## config.mk

```make
export PLATFORM = sky130hd
export DESIGN_NAME = pipe_reg_chain
export DESIGN_NICKNAME = d
export VERILOG_FILES = /design/src/rtl/pipe_reg_chain.sv
export SDC_FILE = /design/constraint.sdc
export NUM_CORES = 1
export LEC_CHECK = 0
export CAP_MARGIN = 15
export CORE_ASPECT_RATIO = 1.25
export CORE_MARGIN = 4
export CORE_UTILIZATION = 35
export DETAILED_ROUTE_END_ITERATION = 8
export PLACE_DENSITY = 0.58
export REMOVE_ABC_BUFFERS = 1
export SYNTH_ARGS = -nofsm -noshare
export SYNTH_HDL_FRONTEND = slang
export SYNTH_SLANG_ARGS = --single-unit
```

## constraint.sdc

```tcl
create_clock -name clk -period 1.2 [get_ports clk]
set_input_delay 0.12 -clock clk [delete_from_list [all_inputs] [get_ports clk]]
set_output_delay 0.12 -clock clk [all_outputs]
set_load 0.01 [all_outputs]
```

## src/rtl/pipe_reg_chain.sv

```systemverilog
// WIDTH x DEPTH pipeline register chain with per-stage valid bits, ready/valid
// backpressure, bubble collapsing and synchronous flush. Define PIPE_REG_CHAIN_OCC_EN for an occupancy count.
module pipe_reg_chain #(
  parameter int               WIDTH     = 32,
  parameter int               DEPTH     = 2,
  parameter logic [WIDTH-1:0] RESET_VAL = '0
) (
  input  logic             clk,
  input  logic             rst,
  input  logic             flush,
  input  logic [WIDTH-1:0] in_data,
  input  logic             in_valid,
  output logic             in_ready,
  output logic [WIDTH-1:0] out_data,
  output logic             out_valid,
  input  logic             out_ready
`ifdef PIPE_REG_CHAIN_OCC_EN
  ,
  output logic [$clog2(DEPTH+1)-1:0] occupancy
`endif
);

  // Handshakes: a transfer happens on a posedge where valid && ready; valid must not
  // depend on ready, and an offered item is held by its source until it transfers.
  logic [WIDTH-1:0] data_q [DEPTH];
  logic [WIDTH-1:0] data_d [DEPTH];
  logic [DEPTH-1:0] valid_q;
  logic [DEPTH-1:0] valid_d;
  logic [DEPTH-1:0] adv;
  logic [DEPTH-1:0] accept;
  logic [DEPTH-1:0] load;

  always_comb begin
    adv     = '0;
    accept  = '0;
    load    = '0;
    valid_d = valid_q;
    data_d  = data_q;

    // Stage i can move on if any stage downstream of it is empty or the sink is taking data.
    for (int i = 0; i < DEPTH; i++) begin
      adv[i] = out_ready;
      for (int j = i + 1; j < DEPTH; j++) begin
        if (!valid_q[j]) adv[i] = 1'b1;
      end
    end
    accept = ~valid_q | adv;

    in_ready  = accept[0] && !flush;
    out_valid = valid_q[DEPTH-1] && !flush;

    load[0] = in_valid && in_ready;
    for (int i = 1; i < DEPTH; i++) begin
      load[i] = valid_q[i-1] && accept[i] && !flush;
    end

    for (int i = 0; i < DEPTH; i++) begin
      if (flush)                       valid_d[i] = 1'b0;
      else if (load[i])                valid_d[i] = 1'b1;
      else if (valid_q[i] && adv[i])   valid_d[i] = 1'b0;
    end

    // Data registers only change on a load; invalid stages keep their stale contents.
    if (load[0]) data_d[0] = in_data;
    for (int i = 1; i < DEPTH; i++) begin
      if (load[i]) data_d[i] = data_q[i-1];
    end
  end

  always_ff @(posedge clk) begin
    if (rst) begin
      valid_q <= '0;
      for (int i = 0; i < DEPTH; i++) data_q[i] <= RESET_VAL;
    end else begin
      valid_q <= valid_d;
      data_q  <= data_d;
    end
  end

  assign out_data = data_q[DEPTH-1];

`ifdef PIPE_REG_CHAIN_OCC_EN
  localparam int OW = $clog2(DEPTH+1);
  logic [OW-1:0] occ_q;
  logic [OW-1:0] occ_d;

  always_comb begin
    occ_d = occ_q;
    if (flush) occ_d = '0;
    else       occ_d = occ_q + OW'(in_valid && in_ready) - OW'(out_valid && out_ready);
  end

  always_ff @(posedge clk) begin
    if (rst) occ_q <= '0;
    else     occ_q <= occ_d;
  end

  assign occupancy = occ_q;
`endif

endmodule

```

==> run summary, run 1 <==
Cell Area, Synth: 3040 um2
Final nets: 409
Fmax: 829 MHz
Avg Inst Size Synth: 9.20 um2
Crit. End Element: flop
WL per Instance: 15.5 um
Max-Cap Viols: 0
Core area: 8330 um2
Final Hold Slack: 0.142 ns
# hold bufs at CTS: 0
Pins Over Slew Limit: 0
Outcome: finished with violations
Worst Path Arrival: 1.47 ns
Worst Path Required: 1.47 ns
IO Port Bufs: 70
Final Power: 4.59 mW
Distinct cells, synth: 17
Initial antenna violation count: 0
Highest routing layer actually used: met4
WL met2: 3560 um
Max transition margin: 0.845
Fin area: 4080 um2
Worst-path clk slew: 0.07 ns
VDD IR-drop max: 0.430 mV
Die height: 112 um
Adder-Cell Fraction of Synth Area: 0
DP HPWL: 3990 um
Most frequent cells in the layout: 66 x nand2b_1, 64 x dfxtp_1, 35 x clkdlybuf4s50_1
Initial DRC Count: 61
Antenna diodes: 0
First-pass GRT wire length: 10400 um
Final setup vio count: 3
Sequential fraction of the synthesis area: 0.435
Commonest non-fill, non-tap cell in the layout: nand2b_1
Worst Setup Start Kind: primary input
Layout cell share with drive strength beyond 1: 0.168
Leak: 1.57 nW
Overflow after GRT: 0
H-tree levels: 3
Failing checks: negative setup slack
Die width: 91.3 um
Clk_lat worst skew: 0.34 ns
Setup_tns: -0.0125 ns
Syn. warnings: 0
Die area: 10200 um2
GP Congestion: 0.725
Pwr Density: 1120 nW/um2
WL final: 7350 um
Area after DPL: 3620 um2
Vias in the first global route: 2149
Met3 WL: 381 um
CP Max Fanout: 9
Critical path cell sequence: clkdlybuf4s50_1 > nand2b_1 > a21oi_4 > buf_12 > clkbuf_16 > mux2i_1
RSZ-0062 raised after global routing: true
Fin. Hold Viols: 0
Minimum clock period: 1.21 ns
Gate Count Post-Synth: 330
Fin Clk Skew: 0.0126 ns
Final Cycle Share: 1.01
Setup Crit Path Kind: primary input to flop
Routed Antenna Nets: 0
Maximum number of pins on one net before global-route repair: 52
Multiplexer area fraction after synthesis: 0.105
Starting Density: 0.364
Clock root cell: clkbuf_8
Iteration count of the initial detailed-routing pass: 4
CP peak stage delay: 0.49 ns
Area grow syn2layout: 34.3%
Num Clock Sinks: 66
Critical Path Slowest Stage Cell: clkdlybuf4s50_1
Synth Area in XOR/XNOR: 0
Main combinational cell family by area after synthesis: simple AND/OR/NAND/NOR gates
Yosys reg bits: 66
Vias: 2294
Routed vias/inst: 4.85
Worst-Margin Slew: 0.229 ns
Final WS setup: -0.00604 ns
Row count: 37
IO Pins: 71
Drt drc: 0
Max Buffers Root-to-Sink: 2
HP Class: primary input to flop
WL met1: 3280 um
TritonCTS clock tree: done
GR Util All Layers: 0.127
Compound-Gate Fraction of Synth Area: 0.114
Inserted Clock Buffers: 9
Final Util: 0.489
Synth Area in Simple Gates: 0.204
[power breakdown]
| part | internal [mW] | switching (mW) |
|---|---|---|
| Clock | 1.00 | 0.810 |
| Combinational | 0.291 | 0.194 |
| Sequential | 2.25 | 0.0368 |
[synthesized netlist by cell type]
cell,instances,area (um2)
o21ai_0,32,160
buf_2,3,15.0
nor2b_1,2,12.5
nand3_1,32,160
buf_12,3,60.1
mux2i_1,32,320
a21oi_1,34,170
nor2b_4,1,13.8
or2b_1,1,7.51
buf_4,32,240
clkbuf_1,18,67.6
nor3_1,2,10.0
nor2_1,1,3.75
dfxtp_1,66,1320
nand2b_1,66,413
a21oi_4,1,16.3
buf_6,4,45.0
[layout make-up]
class / count / area, um2
Sequential cell: 66 / 1320
Tap cell: 97 / 121
Clock buffer: 12 / 145
Fill cell: 823 / 4260
Clock inverter: 3 / 40.0
Multi-Input combinational cell: 204 / 1400
Timing Repair Buffer: 91 / 1050
[through the flow]
step / instances / setup WS [ns]
detailed placement: 449 / -0.313
global route: 473 / -0.0716
global placement: 449 / -0.313
CTS: 464 / -0.0134
finish: 473 / -0.00604
floorplan: 270 / -0.697
[state kept, by name (all words and copies together), names as in the netlist]
register and flops:
data_q 32, out_data 32, valid_q 2
[layer usage]
layer | vias up | track usage
met5 | - | 0
met4 | 0 | 0.0453
met1 | 1067 | 0.167
met3 | 10 | 0.0429
li1 | 1156 | -
met2 | 61 | 0.195
[worst paths after layout]
path               from           end  slack [ns]  depth (start not counted)
max               flush    data_q[45]      -0.006                          6
min reg2reg  data_q[48]  out_data[16]        0.46                          2
min                 rst    data_q[63]        0.14                          3
max reg2reg  valid_q[0]    data_q[45]        0.01                          5
[cells by family after synthesis]
| family | count (synthesis) |
|---|---|
| compound gates | 67 |
| simple gates | 105 |
| mux | 32 |
| flops | 66 |
| buf+inv | 60 |
[what timing repair did]
| action | in CTS | in global routing |
|---|---|---|
| pin swaps | 0 | 5 |
| setup buffers | 0 | 2 |
| gates cloned | 0 | 7 |
| resized for setup | 42 | 26 |
| setup endpoints to repair | 66 | 44 |
[critical path, delay by kind of cell]
kind	cells	cell delay (ns)
buffers and inverters	3	0.80
AND/OR/NAND/NOR	1	0.21
multiplexers	1	0.19
AO/OA/AOI/OAI	1	0.14
No activity file was read; power rests on OpenSTA's default activity.
==> run 2, diff against run 1 <==
CTS_BUF_LIST = sky130_fd_sc_hd__clkbuf_8   (was unset)
==> run 2 against run 1 <==
- the run still ends with negative setup slack left
- sequential share of layout area unchanged
- largest cell class unchanged
- maximum frequency fell by 0.58%
- total power decreased by 0.40%
- critical path depth stayed put
- non-clock buffer count did not move
- first-iteration DRC count up 6.6%
- critical path type unchanged
- clock skew about the same
- sequential power about the same
==> run summary, run 2 (synthesis gave the netlist of run 1 again) <==
Minimum clock period: 1.21 ns (+0.00704 ns)
Outcome: finished with violations
Highest routing layer actually used: met4
Fmax: 824 MHz (-0.58%)
Failing checks: negative setup slack
Final Cycle Share: 1.01 (+0.00586)
Starting Density: 0.364 (unchanged)
Routed vias/inst: 4.84 (-0.13%)
Worst Path Arrival: 1.48 ns (about the same)
Pins Over Slew Limit: 0 (unchanged)
Drt drc: 0 (unchanged)
Inserted Clock Buffers: 9 (unchanged)
DP HPWL: 3990 um (unchanged)
Combinational power share: 0.106 (about the same)
WL final: 7360 um (about the same)
VDD IR-drop max: 0.431 mV (+0.24%)
IO Pins: 71 (unchanged)
Core area: 8330 um2 (unchanged)
Final setup vio count: 3 (unchanged)
Int Pwr: 3.53 mW (-0.48%)
Clock root cell: clkbuf_8
WL per Instance: 15.6 um (about the same)
Most frequent cells in the layout: 66 x nand2b_1, 64 x dfxtp_1, 35 x clkdlybuf4s50_1
Place WS: -0.313 ns (unchanged)
Area grow syn2layout: 34.3% (unchanged)
Seq pwr share: 0.502 (+0.002)
Fin. Hold Viols: 0 (unchanged)
GR Util All Layers: 0.127 (unchanged)
Vias in the first global route: 2149 (unchanged)
WL met1: 3350 um (+2.0%)
Initial DRC Count: 65 (+6.6%)
CP Max Fanout: 9 (unchanged)
Die height: 112 um (unchanged)
Die width: 91.3 um (unchanged)
Iteration count of the initial detailed-routing pass: 4 (unchanged)
Setup Crit Path Kind: primary input to flop
Fin Clk Skew: 0.0124 ns (-0.000251 ns)
Pwr Density: 1120 nW/um2 (-0.40%)
Initial antenna violation count: 0 (unchanged)
Num Clock Sinks: 66 (unchanged)
Fill count: 823 (unchanged)
Final Util: 0.489 (unchanged)
Met3 WL: 324 um (-15%)
Die area: 10200 um2 (unchanged)
Overflow after GRT: 0 (unchanged)
Worst Setup Start Kind: primary input
Vias: 2291 (-0.13%)
Final WS setup: -0.0131 ns (-0.00704 ns)
Worst Path Required: 1.46 ns (about the same)
Row count: 37 (unchanged)
Leak: 1.58 nW (+0.53%)
Worst-path clk slew: 0.07 ns (about the same)
Net Sw Frac: 0.228 (+0.000634)
Worst-Margin Slew: 0.230 ns (+0.000515 ns)
Clock network fraction of total power: 0.392 (-0.003)
Crit. End Element: flop
Commonest non-fill, non-tap cell in the layout: nand2b_1
HP Class: primary input to flop
Antenna diodes: 0 (unchanged)
Layout cell share with drive strength beyond 1: 0.168 (unchanged)
Clk_lat worst skew: 0.34 ns (about the same)
Layout Cells excl Fill: 473 (unchanged)
GP Congestion: 0.725 (unchanged)
TritonCTS clock tree: done
Maximum number of pins on one net before global-route repair: 52 (unchanged)
Max-Cap Viols: 0 (unchanged)
Placed insts: 449 (unchanged)
IO Port Bufs: 70 (unchanged)
Max transition margin: 0.845 (about the same)
Max Buffers Root-to-Sink: 2 (unchanged)
H-tree levels: 3 (unchanged)
RSZ-0062 raised after global routing: true
Final nets: 409 (unchanged)
Net Sw Power: 1.04 mW (-0.12%)
Routed Antenna Nets: 0 (unchanged)
WL met2: 3550 um (-0.25%)
First-pass GRT wire length: 10400 um (unchanged)
[run 2: stage by stage]
stage	power (mW)	hold WS (ns)	area [um2]	TNS, ns
4_1_cts	4.55	0.138	3760	-0.0134
3_5_place_dp	2.77	0.456	3620	-18.72
2_1_floorplan	2.50	0.189	2610	-36.40
5_1_grt	4.75	0.159	4080	-1.25
6_report	4.57	0.141	4080	-0.0193
3_3_place_gp	2.77	0.450	3620	-17.73
[run 2: final cells by class]
class | instances | area [um2] | share of cell area
multi-input cells | 204 | 1400 | 0.343
flip-flops and latches | 66 | 1320 | 0.325
repair buffers | 91 | 1050 | 0.257
clock buffers | 10 | 138 | 0.0338
well taps | 97 | 121 | 0.0298
clock inverters | 5 | 47.5 | 0.0117
[run 2: critical path, stage by stage]
cell             delay [ns]
clkdlybuf4s50_1        0.49
nand2b_1               0.21
a21oi_4                0.14
buf_12                 0.14
clkbuf_16              0.17
mux2i_1                0.20
[run 2: final timing paths]
kind | endpoint | startpoint | cells past startpoint | slack (ns)
setup / recovery | data_q[45] | flush | 6 | -0.01
hold / removal | data_q[63] | rst | 3 | 0.14
setup reg to reg | data_q[45] | valid_q[0] | 5 | 0.01
hold reg to reg | out_data[16] | data_q[48] | 2 | 0.46
[run 2: power groups by stage]
| stage | Combinational [mW] | Sequential (mW) | Clock (mW) |
|---|---|---|---|
| finish | 0.486 | 2.29 | 1.79 |
| global placement | 0.434 | 2.33 | 0 |
| detailed placement | 0.435 | 2.34 | 0 |
| global route | 0.523 | 2.30 | 1.93 |
| CTS | 0.431 | 2.29 | 1.84 |
| floorplan | 0.170 | 2.33 | 0 |
[run 2: timing repair]
item / CTS / global route
cloned: 0 / 7
gates resized for setup: 42 / 26
endpoints found under the setup margin: 66 / 44
setup buffers: 0 / 2
pin swaps: 0 / 5
hold buffers: 0 / 0
[run 2: per-layer routing]
layer,GRT usage,up-vias
met4,0.0453,0
met1,0.167,1073
li1,-,1156
met2,0.195,52
met3,0.0429,10
met5,0,-
